--- src/rtl/letreiro_pkg.sv ---
// letreiro_pkg
//   Shared types and constants for the HEX marquee scroll controller.
//   - state_t     : controller state (IDLE / RUN / PAUSE)
//   - MSG_MAX, CHAR_W, ADDR_W, LEN_W, NUM_DIG : buffer and window geometry
//   - BLANK_ALL / BLANK_NONE : per-digit blank masks
//   - CH_* : character codes understood by the per-digit decoder
//   - eff_len() : clamps the programmed message length to 1..MSG_MAX
package letreiro_pkg;

    localparam int MSG_MAX = 16;
    localparam int CHAR_W  = 4;
    localparam int ADDR_W  = 4;
    localparam int LEN_W   = 5;
    localparam int NUM_DIG = 8;

    typedef enum logic [1:0] {
        IDLE  = 2'd0,
        RUN   = 2'd1,
        PAUSE = 2'd2
    } state_t;

    localparam logic [NUM_DIG-1:0] BLANK_ALL  = 8'hFF;
    localparam logic [NUM_DIG-1:0] BLANK_NONE = 8'h00;

    // Character codes as interpreted by the shared 7-segment decoder.
    localparam logic [CHAR_W-1:0] CH_0 = 4'h0;
    localparam logic [CHAR_W-1:0] CH_9 = 4'h9;
    localparam logic [CHAR_W-1:0] CH_A = 4'hA;
    localparam logic [CHAR_W-1:0] CH_F = 4'hF;

    // Length 0 behaves as a one-character message; anything past the
    // buffer depth is clipped to the full buffer.
    function automatic logic [LEN_W-1:0] eff_len(input logic [LEN_W-1:0] n);
        if (n == '0)
            return LEN_W'(1);
        else if (n > LEN_W'(MSG_MAX))
            return LEN_W'(MSG_MAX);
        else
            return n;
    endfunction

endpackage

--- src/rtl/letreiro_tick.sv ---
// letreiro_tick
//   Loadable prescaler. Counts enabled cycles and pulses tick on the cycle
//   the count reaches period-1, then restarts from 0. The period may change
//   at any time; a count already at or past the new limit fires at once.
//   Ports:
//     clk, rst_n : clock, asynchronous active-low reset
//     period     : cycles per tick (>= 1)
//     en         : count enable
//     clr        : synchronous clear, also suppresses tick
//     tick       : combinational one-cycle pulse
module letreiro_tick #(
    parameter int CNT_W = 8
) (
    input  logic             clk,
    input  logic             rst_n,
    input  logic [CNT_W-1:0] period,
    input  logic             en,
    input  logic             clr,
    output logic             tick
);

    logic [CNT_W-1:0] cnt;

    assign tick = en && !clr && (cnt >= period - CNT_W'(1));

    always_ff @(posedge clk or negedge rst_n) begin
        if (!rst_n)
            cnt <= '0;
        else if (clr)
            cnt <= '0;
        else if (en)
            cnt <= tick ? '0 : cnt + CNT_W'(1);
    end

endmodule

--- src/rtl/letreiro_scroll_ctrl.sv ---
// letreiro_scroll_ctrl
//   Sequencer for the 8-digit HEX marquee: holds a message of up to 16
//   characters, scrolls a wrap-around offset under a run/pause/single-step
//   FSM and registers the 8-character window for the per-digit decoders.
//   Ports:
//     CLOCK_50, reset              : 50 MHz clock, asynchronous active-low reset
//     cmd_start/cmd_stop/cmd_step  : one-cycle command pulses (stop > start > step)
//     dir                          : 0 = offset+1, 1 = offset-1
//     spd                          : step period = TICK_BASE << spd
//     msg_len                      : active message length (0 -> 1, >16 -> 16)
//     wr_en/wr_addr/wr_data        : message buffer write port
//     win                          : window, top character = HEX7
//     win_blank                    : per-digit blank mask, bit 7 = HEX7
//     offset                       : current scroll offset
//     busy                         : high while in RUN
//   Build option: LETREIRO_PAUSE_BLINK_EN makes the display blink while
//   paused (blank phase first, toggling every TICK_BASE<<1 cycles).
module letreiro_scroll_ctrl #(
    parameter int TICK_BASE = 12500000,
    parameter int MSG_MAX   = 16,
    parameter int CHAR_W    = 4
) (
    input  logic                           CLOCK_50,
    input  logic                           reset,
    input  logic                           cmd_start,
    input  logic                           cmd_stop,
    input  logic                           cmd_step,
    input  logic                           dir,
    input  logic [1:0]                     spd,
    input  logic [4:0]                     msg_len,
    input  logic                           wr_en,
    input  logic [letreiro_pkg::ADDR_W-1:0] wr_addr,
    input  logic [CHAR_W-1:0]              wr_data,
    output logic [8*CHAR_W-1:0]            win,
    output logic [7:0]                     win_blank,
    output logic [letreiro_pkg::ADDR_W-1:0] offset,
    output logic                           busy
);
    import letreiro_pkg::*;

    // Wide enough for the slowest period (TICK_BASE << 3).
    localparam int CNT_W = $clog2((TICK_BASE << 3) + 1);

    state_t state, state_nx;
    logic   do_step;
    logic   tick_en, tick_clr, step_tick;

    logic [CHAR_W-1:0]  msg [MSG_MAX];
    logic [LEN_W-1:0]   len;
    logic [CNT_W-1:0]   step_period;

    logic [8*CHAR_W-1:0] win_nx;
    logic [7:0]          blank_nx;
    logic [LEN_W-1:0]    pos;
    logic [ADDR_W-1:0]   idx;

    assign len         = eff_len(msg_len);
    assign step_period = CNT_W'(TICK_BASE) << spd;

    // ---------------- FSM: state register ----------------
    always_ff @(posedge CLOCK_50 or negedge reset) begin
        if (!reset)
            state <= IDLE;
        else
            state <= state_nx;
    end

    // ---------------- FSM: next state ----------------
    // A stop with nothing to stop (IDLE, PAUSE) still masks start/step.
    always_comb begin
        state_nx = state;
        unique case (state)
            IDLE: begin
                if (!cmd_stop) begin
                    if (cmd_start)     state_nx = RUN;
                    else if (cmd_step) state_nx = PAUSE;
                end
            end
            RUN: begin
                if (cmd_stop) state_nx = PAUSE;
            end
            PAUSE: begin
                if (!cmd_stop && cmd_start) state_nx = RUN;
            end
            default: state_nx = IDLE;
        endcase
    end

    // ---------------- FSM: outputs ----------------
    // Any state change clears the prescaler, which also swallows a tick that
    // coincides with a stop.
    always_comb begin
        tick_en  = (state == RUN);
        tick_clr = (state_nx != state);
        do_step  = 1'b0;
        unique case (state)
            IDLE:    do_step = !cmd_stop && !cmd_start && cmd_step;
            RUN:     do_step = step_tick;
            PAUSE:   do_step = !cmd_stop && !cmd_start && cmd_step;
            default: do_step = 1'b0;
        endcase
    end

    letreiro_tick #(.CNT_W(CNT_W)) u_step_tick (
        .clk    (CLOCK_50),
        .rst_n  (reset),
        .period (step_period),
        .en     (tick_en),
        .clr    (tick_clr),
        .tick   (step_tick)
    );

    // ---------------- offset ----------------
    // An out-of-range offset (length just shrank) snaps to 0 before any step.
    always_ff @(posedge CLOCK_50 or negedge reset) begin
        if (!reset)
            offset <= '0;
        else if ({1'b0, offset} >= len)
            offset <= '0;
        else if (do_step) begin
            if (dir)
                offset <= (offset == '0) ? ADDR_W'(len - LEN_W'(1)) : offset - ADDR_W'(1);
            else
                offset <= ({1'b0, offset} + LEN_W'(1) == len) ? '0 : offset + ADDR_W'(1);
        end
    end

    // ---------------- message buffer (not reset) ----------------
    always_ff @(posedge CLOCK_50) begin
        if (wr_en)
            msg[wr_addr] <= wr_data;
    end

    // ---------------- window ----------------
    // Digit 0 (HEX7) shows msg[offset]; short messages repeat across the window.
    always_comb begin
        win_nx = '0;
        pos    = '0;
        idx    = '0;
        for (int i = 0; i < NUM_DIG; i++) begin
            pos = {1'b0, offset} + LEN_W'(i);
            idx = ADDR_W'(pos % len);
            win_nx[(NUM_DIG-1-i)*CHAR_W +: CHAR_W] = msg[idx];
        end
    end

`ifdef LETREIRO_PAUSE_BLINK_EN
    logic blink_tick;
    logic blink_ph, blink_ph_nx;

    letreiro_tick #(.CNT_W(CNT_W)) u_blink_tick (
        .clk    (CLOCK_50),
        .rst_n  (reset),
        .period (CNT_W'(TICK_BASE) << 1),
        .en     (state == PAUSE),
        .clr    (state_nx != state),
        .tick   (blink_tick)
    );

    // Phase 1 = blanked; every entry into PAUSE starts blanked.
    assign blink_ph_nx = (state != PAUSE) ? 1'b1 :
                         (blink_tick ? ~blink_ph : blink_ph);

    always_ff @(posedge CLOCK_50 or negedge reset) begin
        if (!reset)
            blink_ph <= 1'b1;
        else
            blink_ph <= blink_ph_nx;
    end
`endif

    // Blank mask follows the state being entered so it lines up with busy.
    always_comb begin
        blank_nx = BLANK_ALL;
        unique case (state_nx)
            IDLE: blank_nx = BLANK_ALL;
            RUN:  blank_nx = BLANK_NONE;
`ifdef LETREIRO_PAUSE_BLINK_EN
            PAUSE: blank_nx = {8{blink_ph_nx}};
`else
            PAUSE: blank_nx = BLANK_NONE;
`endif
            default: blank_nx = BLANK_ALL;
        endcase
    end

    always_ff @(posedge CLOCK_50 or negedge reset) begin
        if (!reset) begin
            win       <= '0;
            win_blank <= BLANK_ALL;
            busy      <= 1'b0;
        end else begin
            win       <= win_nx;
            win_blank <= blank_nx;
            busy      <= (state_nx == RUN);
        end
    end

endmodule
--- config.mk ---
export PLATFORM = sky130hd
export DESIGN_NAME = letreiro_scroll_ctrl
export DESIGN_NICKNAME = d
export VERILOG_FILES = /design/src/rtl/letreiro_pkg.sv /design/src/rtl/letreiro_tick.sv /design/src/rtl/letreiro_scroll_ctrl.sv
export SDC_FILE = /design/constraint.sdc
export NUM_CORES = 1
export LEC_CHECK = 0
export ABC_CLOCK_PERIOD_IN_PS = 16000
export BUFFER_PORTS_ARGS = -buffer_cell sky130_fd_sc_hd__buf_2
export CORE_MARGIN = 5
export CORE_UTILIZATION = 40
export CTS_CLUSTER_SIZE = 10
export DETAILED_ROUTE_END_ITERATION = 10
export SETUP_SLACK_MARGIN = 0.1
export SYNTH_ARGS = -nofsm -noshare
export SYNTH_HDL_FRONTEND = slang
export SYNTH_SLANG_ARGS = --single-unit
--- constraint.sdc ---
create_clock -name CLOCK_50 -period 16 [get_ports CLOCK_50]
set_input_delay 1.6 -clock CLOCK_50 [delete_from_list [all_inputs] [get_ports CLOCK_50]]
set_output_delay 1.6 -clock CLOCK_50 [all_outputs]
set_load 0.02 [all_outputs]
==> results of run 1 <==
==> cells in the final DEF, fill, tap and decap left out, types with 18 or more instances in the layout <==
| cell type | synthesis | routed |
|---|---|---|
| mux2_2 | 29 | 29 |
| nand2b_1 | 56 | 56 |
| a21oi_1 | 138 | 136 |
| dfrtp_1 | 66 | 66 |
| mux2i_1 | 198 | 198 |
| o211a_1 | 18 | 18 |
| a22oi_1 | 30 | 30 |
| buf_4 | 8 | 27 |
| edfxtp_1 | 64 | 64 |
| xnor2_1 | 46 | 46 |
| nor2b_1 | 28 | 28 |
| ha_1 | 147 | 147 |
| nand3_1 | 46 | 46 |
| inv_1 | 59 | 59 |
| o21ai_0 | 82 | 81 |
| nand4_1 | 23 | 23 |
| mux4_2 | 64 | 64 |
| buf_2 | 19 | 65 |
| o21a_1 | 20 | 20 |
| a21o_1 | 61 | 61 |
| nor3_1 | 31 | 31 |
| nor2_1 | 106 | 105 |
| nand2_1 | 122 | 122 |
| o211ai_1 | 22 | 22 |
==> state kept, by name, summed over array words and instances (netlist names) <==
name,flops
state,2
busy,1
offset,4
msg,64
u_step_tick.cnt,27
win_blank,1
win,32
==> cell families after synthesis <==
kind of cell	share of synthesized area
other	0.000223
xor gates and xnor gates	0.0329
adders and majority gates	0.120
muxes	0.228
AOI/OAI and AO/OA	0.210
buffers and inverters	0.0426
DFF	0.214
and+or+nand+nor	0.152
==> worst max path at each step <==
stage	endpoint	startpoint	cells after the start	slack (ns)
floorplan	win[13]	msg_len[3]	33	6.28
global placement	win[15]	msg_len[4]	31	4.87
detailed placement	win[13]	msg_len[4]	31	4.42
CTS	win[13]	msg_len[4]	31	4.89
global route	win[15]	msg_len[4]	32	4.04
finish	win[13]	msg_len[4]	31	4.76
==> final cells by class <==
class                      count  area (µm²)  share of cell area
clock buffer                  18         429              0.0236
clock inverter                14         178             0.00977
sequential                   131        3600               0.198
multi-input combinational   1531       12500               0.690
inverter                      61         229              0.0126
timing repair buffer          92         528              0.0290
tap                          539         674              0.0371
==> per-layer routing <==
layer,up-vias,part of all wire,GRT usage
met4,2,0.038,0.0898
met3,131,0.060,0.0303
li1,6991,-,-
met5,-,0.00031,0
met1,7392,0.44,0.309
met2,553,0.46,0.363
==> critical path, delay by kind of cell <==
| family | cells | cell delay, ns |
|---|---|---|
| simple gates | 7 | 2.66 |
| buf+inv | 3 | 1.38 |
| mux | 4 | 1.06 |
| fa+ha+maj | 5 | 1.81 |
| compound gates | 12 | 3.00 |
==> metrics by stage <==
| stage | std cells | hold slack, ns | instance area, µm² | setup slack (ns) |
|---|---|---|---|---|
| 2_1_floorplan | 1830 | 0.468 | 16800 | 6.28 |
| 3_3_place_gp | 2354 | 0.499 | 17600 | 4.87 |
| 3_5_place_dp | 2354 | 0.509 | 17600 | 4.42 |
| 4_1_cts | 2386 | 0.517 | 18200 | 4.89 |
| 5_1_grt | 2386 | 0.545 | 18200 | 4.04 |
| 6_report | 2386 | 0.517 | 18200 | 4.76 |
==> summary.md, run 1 <==
| Metric | Value |
|---|---|
| Initial DRT Pass Iterations | `5` |
| Routability Congestion | `0.935` |
| CTS resizes | `0` |
| Die H | `215 µm` |
| Residual DRC count | `0` |
| Slew Limit Headroom | `0.128` |
| WL final | `54.0 mm` |
| CP Data Arrival Time | `11.57 ns` |
| Min-Delay Path Depth | `1` |
| Final core occ | `0.435` |
| Hold Crit Endpoint | `u_step_tick.cnt[24]` |
| Final #Nets | `2012` |
| Post-synth EDFFs | `64` |
| CTS max path bufs | `2` |
| Initial antenna violation count | `1` |
| # diodes | `0` |
| Final Hold Fails | `0` |
| Area grow syn2layout | `8.30%` |
| Yosys warns | `0` |
| Seq/Total Area, Yosys | `0.214` |
| Synth Cell Area | `16800 µm²` |
| Largest net degree at the start of global routing | `103` |
| Via density | `6.32` |
| Crit end category | `flip-flop` |
| Starting density of the core | `0.402` |
| Critical path type | `primary input to flip-flop` |
| Cells after Synth | `1828` |
| Ratio of cells with drive above 1 in the final layout | `0.141` |
| Worst Path Max Fanout | `102` |
| Gr ovfl total | `0` |
| FP Rows | `75` |
| Post-route ant nets | `0` |
| Synth area leader | `mux2i_1` |
| CTS tree | `done` |
| R2r setup slk | `6.50 ns` |
| Top Ports | `67` |
| Die Area | `46200 µm²` |
| Core area | `41800 µm²` |
| Top FF cell, synth | `dfrtp_1` |
| Gr usage total | `0.226` |
| Routed WL per cell | `22.6 µm` |
| Crit share post-route | `0.703` |
| Count leader, synth | `mux2i_1` |
| Status | `finished, final reports clean` |
| Max incr delay on CP | `0.88 ns` |
| Reg clk slew, reported paths | `0.06 ns` |
| Total clock sinks | `131` |
| Synth unique cells | `95` |
| Worst r2r src | `offset[2]` |
| RSZ-0062 raised after global routing | `no` |
| Top cells by area, synth | `mux2i_1, edfxtp_1, ha_1, dfrtp_1, mux4_2` |
| Vias in the first global route | `14400` |
| H-tree depth | `4` |
| Num CTS Buffers | `17` |
| Post-CTS Hold Fix Bufs | `0` |
| First-pass GRT wire length | `83.3 mm` |
| Top cell type's share of synthesized area | `0.118` |
| PortBufs | `66` |
| Max Freq | `0.0890 GHz` |
| Avg Inst Size Synth | `9.18 µm²` |
| Worst setup SP type | `primary input` |
| Worst hold path type | `flip-flop to flip-flop` |
| Least-Margin Pin Slew | `1.31 ns` |
| Critical Path RT | `16.33 ns` |
| Most frequent CP cell | `ha_1` |
| Dpl hpwl | `38.6 mm` |
| Clk_lat worst skew | `0.44 ns` |
| Worst r2r dst | `win[13]` |
| Register-to-Register Path Depth | `27` |
| Post-CTS setup buffer count | `0` |
| Worst Clk Skew | `0.0112 ns` |
| Root Driver | `clkbuf_16` |
| Final setup viols | `0` |
| TNS Setup | `0 ns` |
| Hold path start | `u_step_tick.cnt[24]` |
| Fin crit period | `11.24 ns` |
| Final count of pins violating max slew | `0` |
| Vias | `15100` |
| Post-synthesis register bit count | `131` |
| Max-cap violations | `0` |
| Fill cells | `4047` |
| DIE WIDTH | `215 µm` |
| Most common library cells after synthesis | `mux2i_1, ha_1, a21oi_1` |
| Iter 0 DRT Violations | `1490` |
| Async SR Flop Fraction | `0.511` |
| Slowest CP cell | `a21oi_2` |
Power of run 1 is left out: the tool's default activity adds up to more than one toggle a clock period on the data nets, which glitch-free logic cannot reach.
==> inputs of run 2 (changes only) <==
--- a/config.mk
+++ b/config.mk
@@ -5,7 +5,7 @@
 export SDC_FILE = /design/constraint.sdc
 export NUM_CORES = 1
 export LEC_CHECK = 0
-export ABC_CLOCK_PERIOD_IN_PS = 16000
+export ABC_CLOCK_PERIOD_IN_PS = 9200
 export BUFFER_PORTS_ARGS = -buffer_cell sky130_fd_sc_hd__buf_2
 export CORE_MARGIN = 5
 export CORE_UTILIZATION = 40
==> constraint.sdc (replaced) <==
create_clock -name CLOCK_50 -period 9.2 [get_ports CLOCK_50]
set_input_delay 0.92 -clock CLOCK_50 [delete_from_list [all_inputs] [get_ports CLOCK_50]]
set_output_delay 0.92 -clock CLOCK_50 [all_outputs]
set_load 0.02 [all_outputs]
==> run 2 against run 1 <==
Setup slack got worse by 4.1 ns. Sequential cell count did not move. Via count increased by 0.46%. Largest cell class unchanged. Highest routed layer is now met4.
==> summary.md, run 2 (synthesized netlist as in run 1, its figures left out) <==
| Metric | Value |
|---|---|
| Iter 0 DRT Violations | `1478 (-0.81%)` |
| Final core occ | `0.441 (+0.00527)` |
| Total clock sinks | `131 (unchanged)` |
| H-tree depth | `4 (unchanged)` |
| Fill cells | `4078 (+0.77%)` |
| Dpl hpwl | `38.4 mm (-0.49%)` |
| Top Ports | `67 (unchanged)` |
| Max incr delay on CP | `0.64 ns (-0.24 ns)` |
| Final #Nets | `2037 (+1.2%)` |
| Most common cell after layout, fill and taps aside | `mux2i_1` |
| Largest net degree at the start of global routing | `98 (-4.9%)` |
| Vias | `15100 (+0.46%)` |
| Reg clk slew, reported paths | `0.07 ns (about the same)` |
| FF/Latch Area | `3600 µm² (unchanged)` |
| Worst Clk Skew | `0.0154 ns (+0.00427 ns)` |
| Bufs and invs on worst path | `6 (+3)` |
| Hold_ws | `0.535 ns (+0.0185 ns)` |
| GR Layer Usage met2 | `0.368 (+0.00593)` |
| Max Freq | `0.117 GHz` |
| Routability Congestion | `0.908 (-2.9%)` |
| Largest registers | `msg: 64 flops, win: 32 flops, u_step_tick.cnt: 27 flops` |
| Post-CTS setup buffer count | `0 (unchanged)` |
| Multi-input logic area | `12500 µm² (about the same)` |
| Final setup viols | `0 (unchanged)` |
| Die H | `215 µm (unchanged)` |
| Met1 Usage GRT | `0.304 (-0.00479)` |
| R2r setup slk | `0.81 ns (-5.69 ns)` |
| PortBufs | `66 (unchanged)` |
| Starting density of the core | `0.402 (unchanged)` |
| Vias in the first global route | `14700 (+2.2%)` |
| Gr usage total | `0.229 (+0.00368)` |
| Slowest CP cell | `or4b_2` |
| Num CTS Buffers | `17 (unchanged)` |
| Worst hold path type | `flip-flop to flip-flop` |
| Crit share post-route | `0.931` |
| Initial antenna violation count | `0 (-1)` |
| Status | `finished, final reports clean` |
| Core area | `41800 µm² (unchanged)` |
| CP Data Arrival Time | `8.85 ns (-2.72 ns)` |
| Root Driver | `clkbuf_16` |
| Top reg by flops | `msg` |
| Slew Limit Headroom | `0.258 (+0.130)` |
| Routed WL per cell | `22.5 µm (-0.79%)` |
| Via density | `6.28 (-0.62%)` |
| Critical Path RT | `9.48 ns (-6.85 ns)` |
| WL final | `54.2 mm (+0.29%)` |
| Final count of pins violating max slew | `0 (unchanged)` |
| Most frequent CP cell | `ha_1` |
| Commonest non-fill, non-tap cells in the layout | `mux2i_1, ha_1, a21oi_1, nand2_1, nor2_1` |
| Residual DRC count | `0 (unchanged)` |
| Final Hold Fails | `0 (unchanged)` |
| Post-route ant nets | `0 (unchanged)` |
| Area grow syn2layout | `9.61%` |
| GRT Max-Usage Layer | `met2` |
| First-pass GRT wire length | `84.6 mm (+1.6%)` |
| Initial DRT Pass Iterations | `6 (+1)` |
| Post-CTS Hold Fix Bufs | `0 (unchanged)` |
| Clk_lat worst skew | `0.45 ns (about the same)` |
| Met3 usage | `0.0291 (-0.00113)` |
| Gr ovfl total | `0 (unchanged)` |
| Largest register FFs | `64 (unchanged)` |
| CTS tree | `done` |
| DIE WIDTH | `215 µm (unchanged)` |
| Die Area | `46200 µm² (unchanged)` |
| Crit end category | `flip-flop` |
| TNS Setup | `0 ns (unchanged)` |
| Worst setup SP type | `primary input` |
| Max-cap violations | `0 (unchanged)` |
| Crit path max-delay family | `compound AO/OA/AOI/OAI gates` |
| Ratio of cells with drive above 1 in the final layout | `0.153 (+0.0125)` |
| CTS resizes | `0 (unchanged)` |
| Fin crit period | `8.57 ns` |
| RSZ-0062 raised after global routing | `no` |
| Critical path type | `primary input to flip-flop` |
| CTS max path bufs | `2 (unchanged)` |
| Least-Margin Pin Slew | `1.11 ns (-0.199 ns)` |
| FP Rows | `75 (unchanged)` |
| Worst Path Max Fanout | `16 (-84%)` |
==> run 2: path summary, 6_finish.rpt <==
| check | end | cells past startpoint | from |
|---|---|---|---|
| worst min register to register | state[0] | 1 | state[1] |
| worst min-delay path | state[0] | 1 | state[1] |
| min in group asynchronous | busy | 1 | reset |
| worst max-delay path | win[5] | 33 | msg_len[3] |
| worst max register to register | win[5] | 31 | offset[2] |
| max in group asynchronous | win[31] | 1 | reset |
==> run 2: metal layers <==
metal,up-vias,share of wire
met5,-,0
met4,0,0.053
met3,187,0.064
met2,634,0.45
met1,7260,0.43
li1,7058,-
==> run 2: worst register-to-register path: cells and delay by family (launching register included) <==
family / cells / cell delay (ns)
multiplexers: 3 / 1.34
AND/OR/NAND/NOR: 4 / 0.96
XOR/XNOR: 1 / 0.19
flip-flops: 1 / 0.63
buffers and inverters: 4 / 0.80
AO/OA/AOI/OAI: 13 / 2.52
adder cells (fa/ha/maj): 6 / 1.80
==> run 2: cell type report <==
type | instances | share of cell area
multi-input cells | 1531 | 0.682
well taps | 539 | 0.0367
flip-flops and latches | 131 | 0.196
diodes | 1 | 0.000136
clock inverters | 15 | 0.0106
inverters | 61 | 0.0124
clock buffers | 17 | 0.0231
repair buffers | 117 | 0.0396
==> run 2: metrics by stage <==
stage / worst slack [ns] / area [µm²] / std cells
2_1_floorplan: 0.159 / 16800 / 1830
3_3_place_gp: 0.398 / 17800 / 2379
3_5_place_dp: 0.223 / 17800 / 2379
4_1_cts: 0.655 / 18400 / 2411
5_1_grt: 0.117 / 18400 / 2411
6_report: 0.631 / 18400 / 2412
Power of run 2 is left out for the same reason.
==> inputs of run 3 (changes only) <==
--- a/config.mk
+++ b/config.mk
@@ -5,7 +5,7 @@
 export SDC_FILE = /design/constraint.sdc
 export NUM_CORES = 1
 export LEC_CHECK = 0
-export ABC_CLOCK_PERIOD_IN_PS = 9200
+export ABC_CLOCK_PERIOD_IN_PS = 10600
 export BUFFER_PORTS_ARGS = -buffer_cell sky130_fd_sc_hd__buf_2
 export CORE_MARGIN = 5
 export CORE_UTILIZATION = 40
@@ -14,4 +14,5 @@
 export SETUP_SLACK_MARGIN = 0.1
 export SYNTH_ARGS = -nofsm -noshare
 export SYNTH_HDL_FRONTEND = slang
+export SYNTH_HIERARCHICAL = 1
 export SYNTH_SLANG_ARGS = --single-unit
==> constraint.sdc (replaced) <==
create_clock -name CLOCK_50 -period 10.6 [get_ports CLOCK_50]
set_input_delay 1.06 -clock CLOCK_50 [delete_from_list [all_inputs] [get_ports CLOCK_50]]
set_output_delay 1.06 -clock CLOCK_50 [all_outputs]
set_load 0.02 [all_outputs]
==> run 3 against run 2 <==
Synthesized area is 2.5% higher. Via count is 0.92% higher. Core utilization is 0.054 points lower. Clock-buffer cell count stayed put. Global-route usage is 0.070 points lower. Largest cell class unchanged.
==> summary.md, run 3 <==
| Metric | Value |
|---|---|
| Hold_ws | `0.452 ns (-0.0827 ns)` |
| Max incr delay on CP | `0.95 ns (+0.31 ns)` |
| Status | `finished, final reports clean` |
| Core area | `42800 µm² (+2.5%)` |
| CTS max path bufs | `2 (unchanged)` |
| Area grow syn2layout | `9.47%` |
| Via density | `6.31 (+0.50%)` |
| Residual DRC count | `0 (unchanged)` |
| Slowest CP cell | `o41ai_4` |
| Top Ports | `67 (unchanged)` |
| Gr ovfl total | `0 (unchanged)` |
| Async SR Flop Fraction | `0.511 (unchanged)` |
| CTS tree | `done` |
| PortBufs | `66 (unchanged)` |
| Total clock sinks | `131 (unchanged)` |
| Max Freq | `0.109 GHz` |
| First-pass GRT wire length | `85.5 mm (+1.1%)` |
| Critical path type | `primary input to flip-flop` |
| Worst Path Max Fanout | `102 (+86)` |
| Least-Margin Pin Slew | `1.26 ns (+0.149 ns)` |
| H-tree depth | `4 (unchanged)` |
| Synth unique cells | `98 (+3.2%)` |
| Top cells by area, synth | `mux2i_1, ha_1, edfxtp_1, mux4_2, dfrtp_1` |
| Multi-input logic area | `13100 µm² (+4.6%)` |
| Synth Cell Area | `17200 µm² (+2.5%)` |
| CTS resizes | `0 (unchanged)` |
| Avg Inst Size Synth | `9.54 µm² (+3.9%)` |
| Gr usage total | `0.229 (-0.000697)` |
| Most common library cells after synthesis | `mux2i_1, ha_1, nand2_1` |
| RSZ-0062 raised after global routing | `no` |
| Critical Path RT | `10.93 ns (+1.45 ns)` |
| FF/Latch Area | `3600 µm² (unchanged)` |
| GRT Max-Usage Layer | `met2` |
| Commonest non-fill, non-tap cells in the layout | `mux2i_1, ha_1, nand2_1, a21oi_1, nor2_1` |
| Max-cap violations | `0 (unchanged)` |
| Cells after Synth | `1803 (-1.4%)` |
| Largest register FFs | `64 (unchanged)` |
| Num CTS Buffers | `17 (unchanged)` |
| Routability Congestion | `0.905 (-0.34%)` |
| Iter 0 DRT Violations | `1468 (-0.68%)` |
| Initial antenna violation count | `0 (unchanged)` |
| Synth area leader | `mux2i_1` |
| Clk_lat worst skew | `0.45 ns (about the same)` |
| Final count of pins violating max slew | `0 (unchanged)` |
| Largest net degree at the start of global routing | `103 (+5.1%)` |
| Yosys warns | `6 (+6)` |
| Most common cell after layout, fill and taps aside | `mux2i_1` |
| Crit share post-route | `0.862` |
| Top reg by flops | `msg` |
| Initial DRT Pass Iterations | `6 (unchanged)` |
| GR Layer Usage met2 | `0.370 (+0.00196)` |
| Die Area | `47200 µm² (+2.4%)` |
| Post-synth EDFFs | `64 (unchanged)` |
| Top FF cell, synth | `dfrtp_1` |
| Slew Limit Headroom | `0.161 (-0.0968)` |
| # diodes | `0 (-1)` |
| Ratio of cells with drive above 1 in the final layout | `0.169 (+0.0157)` |
| Worst hold path type | `primary input to async pin` |
| Post-route ant nets | `0 (unchanged)` |
| Post-CTS Hold Fix Bufs | `0 (unchanged)` |
| WL final | `55.0 mm (+1.6%)` |
| Seq/Total Area, Yosys | `0.209 (-0.00518)` |
| Vias | `15300 (+0.92%)` |
| Met3 usage | `0.0316 (+0.00245)` |
| Reg clk slew, reported paths | `0.08 ns (about the same)` |
| Worst setup SP type | `primary input` |
| CP Data Arrival Time | `9.47 ns (+0.62 ns)` |
| FP Rows | `76 (+1.3%)` |
| Fin crit period | `9.14 ns` |
| Most frequent CP cell | `ha_1` |
| Fill cells | `4117 (+0.96%)` |
| Final #Nets | `2048 (+0.54%)` |
| TNS Setup | `0 ns (unchanged)` |
| Met1 Usage GRT | `0.307 (+0.00292)` |
| Starting density of the core | `0.402 (about the same)` |
| Worst Clk Skew | `0.0243 ns (+0.00883 ns)` |
| Dpl hpwl | `39.1 mm (+1.9%)` |
| Largest registers | `msg: 64 flops, win: 32 flops, u_step_tick/cnt: 27 flops` |
| Top cell type's share of synthesized area | `0.117 (-0.00111)` |
| DIE WIDTH | `217 µm (+1.2%)` |
| Post-synthesis register bit count | `131 (unchanged)` |
| Final setup viols | `0 (unchanged)` |
| Crit end category | `flip-flop` |
| Root Driver | `clkbuf_16` |
| Vias in the first global route | `14800 (+0.86%)` |
| Post-CTS setup buffer count | `0 (unchanged)` |
| Final Hold Fails | `0 (unchanged)` |
| Die H | `217 µm (+1.2%)` |
| Routed WL per cell | `22.7 µm (+1.2%)` |
| Count leader, synth | `mux2i_1` |
run 3: changes by cell type in the layout (fill, tap and decap cells not counted), moves of 16 or more:
| cell | before | now |
|---|---|---|
| mux4_2 | 64 | 80 |
| a21oi_1 | 135 | 118 |
| a221o_1 | 1 | 18 |
| conb_1 | 3 | 30 |
| o21ai_0 | 81 | 40 |
| xnor2_1 | 46 | 69 |
| nor3_1 | 31 | 53 |
run 3: metal layers:
metal | wire length, µm | vias up | share of wire
li1 | - | 7018 | -
met2 | 25000 | 653 | 0.46
met1 | 23800 | 7457 | 0.43
met3 | 3610 | 150 | 0.066
met5 | 0 | - | 0
met4 | 2550 | 0 | 0.046
run 3: worst paths after layout:
kind	start	to	slack, ns	cells after the start
setup / recovery	msg_len[3]	win[12]	1.46	38
hold / removal	reset	win[27]	0.45	1
setup reg to reg	offset[3]	win[6]	1.83	28
hold reg to reg	u_step_tick/cnt[10]	u_step_tick/cnt[10]	0.59	2
max in group asynchronous	reset	offset[3]	9.06	2
min in group CLOCK_50	u_step_tick/cnt[10]	u_step_tick/cnt[10]	0.59	2
run 3: logic make-up (layout without fill, tap and decap cells):
| kind of cell | after synthesis | in the layout | share of synthesized area |
|---|---|---|---|
| flip-flops | 131 | 131 | 0.209 |
| other | 2 | 30 | 0.000437 |
| AO/OA/AOI/OAI | 428 | 428 | 0.180 |
| AND/OR/NAND/NOR | 515 | 515 | 0.153 |
| adder cells (fa/ha/maj) | 163 | 163 | 0.123 |
| multiplexers | 318 | 318 | 0.248 |
| XOR/XNOR | 96 | 96 | 0.0489 |
| buffers and inverters | 150 | 195 | 0.0375 |
run 3: critical path, delay by kind of cell:
family | cells | cell delay (ns)
adders and majority gates | 5 | 1.45
buffers and inverters | 8 | 1.27
muxes | 6 | 1.30
AOI/OAI and AO/OA | 12 | 3.04
and+or+nand+nor | 7 | 1.35
run 3: final cells by class:
class / count / area share
Clock inverter: 15 / 0.00778
Clock buffer: 17 / 0.0226
Multi-Input combinational cell: 1550 / 0.697
Timing Repair Buffer: 103 / 0.0331
Sequential cell: 131 / 0.191
Inverter: 60 / 0.0120
Tap cell: 546 / 0.0363
run 3: through the flow:
step | util | setup WS (ns) | area [µm²] | std cells
2_1_floorplan | - | 1.40 | 17300 | 1831
3_3_place_gp | 0.427 | 1.31 | 18300 | 2390
3_5_place_dp | 0.427 | 1.14 | 18300 | 2390
4_1_cts | 0.440 | 1.60 | 18800 | 2422
5_1_grt | 0.440 | 1.00 | 18800 | 2422
6_report | 0.440 | 1.46 | 18800 | 2422
Power of run 3 is left out for the same reason.
